==> src/rtl/fetch_pkg.sv <==
// fetch_pkg: shared reset PC, NOP encoding and prefetch entry type for the fetch front end
package fetch_pkg;
    localparam logic [31:0] RESET_PC_DEF = 32'h0000_0000;
    localparam logic [31:0] NOP_INSTR    = 32'h0000_0013;
    typedef struct packed {
        logic [31:0] instr;
        logic [31:0] pc;
    } fetch_entry_t;
endpackage

==> src/rtl/fetch_fifo.sv <==
// fetch_fifo: DEPTH-entry prefetch FIFO of {instr, pc}; flush wins over push
module fetch_fifo
    import fetch_pkg::*;
#(
    parameter int          DEPTH    = 4,
    parameter logic [31:0] RESET_PC = RESET_PC_DEF
) (
    input  logic                    clk,
    input  logic                    rst,
    input  logic                    i_push,
    input  fetch_entry_t            i_data,
    input  logic                    i_pop,
    input  logic                    i_flush,
    output logic [$clog2(DEPTH):0]  o_count,
    output fetch_entry_t            o_head
);
    localparam int AW = $clog2(DEPTH);
    fetch_entry_t r_mem [DEPTH];
    logic [AW-1:0] r_rd;
    logic [AW-1:0] r_wr;
    logic [AW:0]   r_count;
    logic          w_push;
    logic          w_pop;
    assign w_push  = i_push && !i_flush;
    assign w_pop   = i_pop && !i_flush && (r_count != '0);
    assign o_count = r_count;
    assign o_head  = r_mem[r_rd];
    // storage and pointers; entries reset to {0, RESET_PC} so the idle head is well defined
    always_ff @(posedge clk) begin
        if (rst) begin
            r_rd    <= '0;
            r_wr    <= '0;
            r_count <= '0;
            for (int i = 0; i < DEPTH; i++) r_mem[i] <= '{instr: 32'h0, pc: RESET_PC};
        end else if (i_flush) begin
            r_rd    <= '0;
            r_wr    <= '0;
            r_count <= '0;
        end else begin
            if (w_push) r_mem[r_wr] <= i_data;
            r_wr    <= w_push ? r_wr + 1'b1 : r_wr;
            r_rd    <= w_pop ? r_rd + 1'b1 : r_rd;
            r_count <= r_count + (AW+1)'(w_push) - (AW+1)'(w_pop);
        end
    end
endmodule

==> src/rtl/fetch_unit.sv <==
// fetch_unit: PC owner, credit-limited imem requester and prefetch buffer; FETCH_PERF_EN adds perf counters
module fetch_unit
    import fetch_pkg::*;
#(
    parameter int          DEPTH    = 4,
    parameter logic [31:0] RESET_PC = RESET_PC_DEF
) (
    input  logic        clk,
    input  logic        reset,
    output logic        imem_req_valid,
    input  logic        imem_req_ready,
    output logic [31:0] imem_req_addr,
    input  logic        imem_resp_valid,
    input  logic [31:0] imem_resp_instr,
    input  logic        redirect,
    input  logic [31:0] redirect_pc,
    input  logic        stall,
    output logic        fetch_valid,
    output logic [31:0] fetch_instr,
    output logic [31:0] fetch_pc,
    output logic [31:0] fetch_pc_plus_4
`ifdef FETCH_PERF_EN
    ,
    output logic [31:0] perf_fetched,
    output logic [31:0] perf_stall_cycles,
    output logic [31:0] perf_dropped
`endif
);
    localparam int CW = $clog2(DEPTH) + 1;
    logic [31:0]  r_pc;
    logic [31:0]  r_resp_pc;
    logic [CW-1:0] r_out;
    logic [CW-1:0] r_stale;
    logic [CW-1:0] w_count;
    logic [CW-1:0] w_out_nx;
    logic [31:0]  w_target;
    logic         w_accept;
    logic         w_resp;
    logic         w_drop;
    logic         w_push;
    logic         w_pop;
    fetch_entry_t w_entry;
    fetch_entry_t w_head;
    assign w_target        = {redirect_pc[31:2], 2'b00};
    assign imem_req_valid  = !reset && (({1'b0, w_count} + {1'b0, r_out}) < (CW+1)'(DEPTH));
    assign imem_req_addr   = r_pc;
    assign w_accept        = imem_req_valid && imem_req_ready;
    assign w_resp          = imem_resp_valid && (r_out != '0);
    assign w_drop          = w_resp && (redirect || (r_stale != '0));
    assign w_push          = w_resp && !w_drop;
    assign fetch_valid     = w_count != '0;
    assign w_pop           = fetch_valid && !stall && !redirect;
    assign w_out_nx        = r_out + CW'(w_accept) - CW'(w_resp);
    assign w_entry         = '{instr: imem_resp_instr, pc: r_resp_pc};
    assign fetch_instr     = w_head.instr;
    assign fetch_pc        = w_head.pc;
    assign fetch_pc_plus_4 = w_head.pc + 32'd4;
    fetch_fifo #(.DEPTH(DEPTH), .RESET_PC(RESET_PC)) u_fifo (
        .clk     (clk),
        .rst     (reset),
        .i_push  (w_push),
        .i_data  (w_entry),
        .i_pop   (w_pop),
        .i_flush (redirect),
        .o_count (w_count),
        .o_head  (w_head)
    );
    // request PC, response PC, in-flight and wrong-path bookkeeping; redirect marks everything in flight stale
    always_ff @(posedge clk) begin
        if (reset) begin
            r_pc      <= RESET_PC;
            r_resp_pc <= RESET_PC;
            r_out     <= '0;
            r_stale   <= '0;
        end else begin
            r_out     <= w_out_nx;
            r_pc      <= redirect ? w_target : w_accept ? r_pc + 32'd4 : r_pc;
            r_resp_pc <= redirect ? w_target : w_push ? r_resp_pc + 32'd4 : r_resp_pc;
            r_stale   <= redirect ? w_out_nx : w_drop ? r_stale - 1'b1 : r_stale;
        end
    end
    a_resp_has_req: assert property (@(posedge clk) disable iff (reset) imem_resp_valid |-> (r_out != '0));
`ifdef FETCH_PERF_EN
    // free-running event counters, wrapping at 2^32
    always_ff @(posedge clk) begin
        if (reset) begin
            perf_fetched      <= '0;
            perf_stall_cycles <= '0;
            perf_dropped      <= '0;
        end else begin
            perf_fetched      <= perf_fetched + 32'(w_pop);
            perf_stall_cycles <= perf_stall_cycles + 32'(fetch_valid && stall);
            perf_dropped      <= perf_dropped + 32'(w_drop);
        end
    end
`endif
endmodule

==> config.mk <==
export PLATFORM = sky130hd
export DESIGN_NAME = fetch_unit
export DESIGN_NICKNAME = d
export VERILOG_FILES = /design/src/rtl/fetch_pkg.sv /design/src/rtl/fetch_fifo.sv /design/src/rtl/fetch_unit.sv
export SDC_FILE = /design/constraint.sdc
export NUM_CORES = 1
export LEC_CHECK = 0
export BUFFER_PORTS_ARGS = -buffer_cell sky130_fd_sc_hd__buf_4
export CAP_MARGIN = 15
export CORE_MARGIN = 4
export CORE_UTILIZATION = 55
export DETAILED_ROUTE_END_ITERATION = 6
export GPL_TIMING_DRIVEN = 0
export PLACE_DENSITY = 0.81
export SYNTH_ARGS = -nofsm -noshare
export SYNTH_HDL_FRONTEND = slang
export SYNTH_SLANG_ARGS = --single-unit
export TNS_END_PERCENT = 100
==> constraint.sdc <==
create_clock -name clk -period 21 [get_ports clk]
set_clock_uncertainty 0.05 [all_clocks]
set_input_delay 0 -clock clk [delete_from_list [all_inputs] [get_ports clk]]
set_output_delay 0 -clock clk [all_outputs]
set_load 0.1 [all_outputs]
* Yosys cells after proc, flatten, opt, wreduce, memory -nomap -nowiden
Memory sizes are Yosys's and may differ from the RTL's. A register that Yosys moved wholly into a read port is not among the register bits.
Index checks and enable logic that the tools add are counted.
** Word-level totals
- Register bits after elaboration :: 77
- Bits in latches :: 0
- RAM bits :: 256
- Bits in read-only memories :: 0
- Bits of input ports :: 70
- Memories kept :: 1
** Cells by class
- Add/subtract/negate cells :: 11
- Multipliers :: 0
- Div/mod/pow operators :: 0
- $lt $le $gt $ge :: 1
- Equality and inequality tests :: 0
- Shifts and indexed selects :: 0
- Mux-type cells :: 17
- Bitwise logic cells :: 0
- Reductions and logical operators :: 23
** Memories
- u_fifo.r_mem :: words 4, width 64, rd ports 1, clocked after memory_dff 1, write ports 4, RTL line fetch_fifo.sv:18 : fetch_entry_t r_mem [DEPTH];
** Operators with widths (number)
- 32-bit 2-to-1 mux :: 4
- 32-bit by 3-bit adder with 32-bit output (second input constant) :: 3
- 64-bit 2-to-1 mux :: 1
- 64-bit OR reduction :: 1
- 1-bit logical AND :: 10
- 3-bit nonzero test :: 3
- 1-bit 2-to-1 mux :: 7
- 3-bit by 1-bit adder with 3-bit output :: 2
- 2-bit 2-to-1 mux :: 3
- 3-bit 2-to-1 mux :: 2
- 2-bit nonzero test :: 3
- 3-bit by 1-bit subtractor with 3-bit output :: 2
- 2-bit by 1-bit adder with 2-bit output (second input constant) :: 2
- 3-bit by 3-bit adder with 4-bit output :: 1
- 1-bit logical NOT :: 4
- 4-bit by 3-bit < comparator with 1-bit output (second input constant) :: 1
- 3-bit by 1-bit subtractor with 3-bit output (second input constant) :: 1
- 2-bit OR reduction :: 1
- 1-bit logical OR :: 1

* Depth between registers and ports, before layout
- Depth after elaboration :: 12
- Gate-level depth with buffers :: 13

* Hierarchy
A second synthesis with hierarchy kept.
** Second synthesis, totals
- Cell total of the unflattened synthesis :: 1265
- Area total of the unflattened synthesis :: 16452.0 sq um
** Modules (own cells, without submodules)
- fetch_fifo :: times used 1, cells each 753, area an instance 12301.8 sq um
- fetch_unit :: times used 1, cells each 512, area an instance 4150.2 sq um

* Worst setup path before layout
No wires, ideal clock.
- Path type :: reg-to-reg
- From :: register r_stale[0]
- To :: memory u_fifo.r_mem[0][10] (netlist bit), enable pin
- Setup time :: 0.651 ns
- Arrival :: 7.148 ns
- Data required time :: 20.299 ns
- Slack :: 13.150 ns
- Stages on the path, launching flop included :: 5
- Period minus slack after synthesis :: 7.850 ns
- Cell sequence :: dfxtp_1 inv_1 ha_1 nand3b_1 o41ai_1
** RTL lines
- start: declaration :: RTL line fetch_unit.sv:33 : logic [CW-1:0] r_stale;
- start signal: assignment :: RTL line fetch_unit.sv:79 : r_stale <= redirect ? w_out_nx : w_drop ? r_stale - 1'b1 : r_stale;
- end: declaration :: RTL line fetch_fifo.sv:18

==> impl_metrics.toml <==
[sta]
setup_slack_ns = 17.46
finalSetupTns_ns = 0
maxSlewHeadroom = 0.3042
fmax_ghz = 0.2822
min_period_over_period = 0.1687
hold_violations = 0
fin_crit_ns = 3.543
rsz0062_at_grt = "no"
worst_slew_pin_slew_ns = 1.032
setup_viol = 0
fin_hold_ws_ns = 0.1933
maxSlewViolCount = 0

[clock_tree]
clk_path_buf_depth = 3
numClockSinks = 323
clkLatencyLatePin_ns = 0.56
cts_hold_buf = 67
cts_tree = "yes"
postCtsSetupBuffers = 0
cts_max_level = 1
clkTransAtPathRegs_ns = 0.07
cts-root-buf = "clkbuf_16"
numCtsBuffers = 31
cts_resized = 0

[synthesis]
synthFlopType = "edfxtp_1"
async_flop_share = 0
synth_area_um2 = 14810
ys_ff_latch = 323
synth-seq-area-share = 0.6041
yosysWarnings = 0
synth_area_leaders = "edfxtp_1 50%, dfxtp_1 10%, mux4_2 9.4%"
synth.distinct_cells = 57
syn_inst = 1213
synth_edf_count = 248
synth_area_per_cell_um2 = 12.21
synth.top_cell.area_share = 0.5027
yosysTopAreaCell = "edfxtp_1"

[detailed_routing]
wl_per_cell_um = 20.79
drt-vias-per-instance = 5.857
vias = 11040
firstDrtPassIters = 6
drc_errors = 0
postRouteAntennaNets = 0
routed_wl_mm = 39.18
drtIter0Drc = 1261

[placed_design]
dp.cells = 1764
gp_congestion = 0.8585
dpl.hpwl_mm = 26.33
preCtsSetupSlack_ns = 17.90
io_buffers = 189

[setup_path]
critPathMaxFanout = 10
startpoint_type = "flip-flop"
reg2reg_from = "r_stale[0]"
cp_data_required_time_ns = 20.95
cp.arrival_ns = 3.49
crit_path_end_kind = "primary output"
path_class = "flip-flop to primary output"

[floorplan]
die_area_um2 = 29630
chipHeight_um = 172.1
fp-row-count = 59
core_um2 = 26280
die_w_um = 172.1
ioPinCount = 200
start_util = 0.5637

[power]
power_density_nw_per_um2 = 96.64
power.ir.vdd_worst_mv = 0.05629
p_leak_nw = 7.351

[global_route]
grt_pass1_vias = 10910
track_usage = 0.2621
grt_max_degree = 62
overflow = 0
antenna_found_initial = 0
grt_first_pass_wirelength_mm = 60.31

[worst_hold_path]
hp-start = "reset"
worstHoldPathType = "primary input to flip-flop"

[finish]
fillCellCount = 1692
fin_util = 0.7084
fin_cells = 1885
area_growth_syn_to_layout_pct = 25.67
final_common_cell = "edfxtp_1"
final_cell_mix = "248 x edfxtp_1, 216 x buf_4, 192 x nor2_1"
antenna_cells = 0
drive_above_1_share = 0.2323
nets = 1612

[job]
max-cap-violations = 0

[outcome]
outcome = "finished, final reports clean"
-- cell type report --
cell class                 instances  area, um2  area share
sequential                       323       8949      0.4807
multi-input combinational        736       5249      0.2819
timing repair buffer             278       2302      0.1237
clock buffer                      35      790.8     0.04248
tap                              335      419.2     0.02251
buffer                            72      339.1     0.01821
inverter                          87      326.6     0.01754
clock inverter                    19      241.5     0.01297
-- registers in the layout, summed over array words and instances, names as in the netlist, named ones only --
signal,flops
imem_req_addr,30
r_out,3
r_resp_pc,30
r_stale,3
u_fifo.o_count,3
u_fifo.r_mem,248
u_fifo.r_rd,2
u_fifo.r_wr,2
-- critical path: stages, from the launching register on --
cell     delay, ns
dfxtp_1       0.30
buf_2         0.23
buf_2         0.33
mux4_2        0.33
nand4_1       0.28
nor2_1        0.37
buf_2         0.28
nand4_1       0.18
xnor2_1       0.29
buf_4         0.35
-- routing by layer --
metal	routed length, um	global-route usage
met1	14640	0.3530
met2	19700	0.4483
met3	3921	0.04961
met4	925	0.06015
met5	0	0
-- final timing paths --
kind	end	slack, ns	cells past startpoint
setup / recovery	fetch_pc_plus_4[31]	17.46	9
hold reg to reg	u_fifo.r_rd[1]	0.50	2
setup reg to reg	u_fifo.r_mem[1][52]	17.88	8
hold / removal	r_stale[0]	0.19	3
-- Yosys cell counts (16+ instances only) --
cell / number
a21boi_0: 20
a21oi_1: 22
and3_1: 26
clkbuf_1: 46
dfxtp_1: 75
edfxtp_1: 248
inv_1: 84
mux4_2: 62
nand2_1: 107
nand3_1: 28
nand4_1: 31
nor2_1: 192
nor3_1: 16
o21ai_0: 30
xnor2_1: 49
xor2_1: 27
-- logic make-up (layout without fill, tap and decap cells) --
family | count (synthesis) | count (layout) | synth area share
buffers and inverters | 159 | 491 | 0.04493
AOI/OAI and AO/OA | 116 | 116 | 0.04966
and+or+nand+nor | 462 | 462 | 0.1492
DFF | 323 | 323 | 0.6041
xor gates and xnor gates | 76 | 76 | 0.04493
muxes | 63 | 63 | 0.09493
other | 1 | 6 | 0.0002531
adders and majority gates | 13 | 13 | 0.01199
-- per-stage QoR --
| step | cell area [um2] | total power, mW |
|---|---|---|
| finish | 18620 | 1.799 |
| global route | 18620 | 1.855 |
| CTS | 18620 | 1.800 |
| detailed placement | 16910 | 1.227 |
| global placement | 16670 | 1.218 |
| floorplan | 14830 | 1.114 |
-- report_power, final --
part	total [mW]	switching (mW)	internal (mW)
combinational	0.466	0.348	0.118
clock	0.570	0.237	0.333
sequential	0.763	0.0265	0.737
No activity file was read; power rests on OpenSTA's default activity.
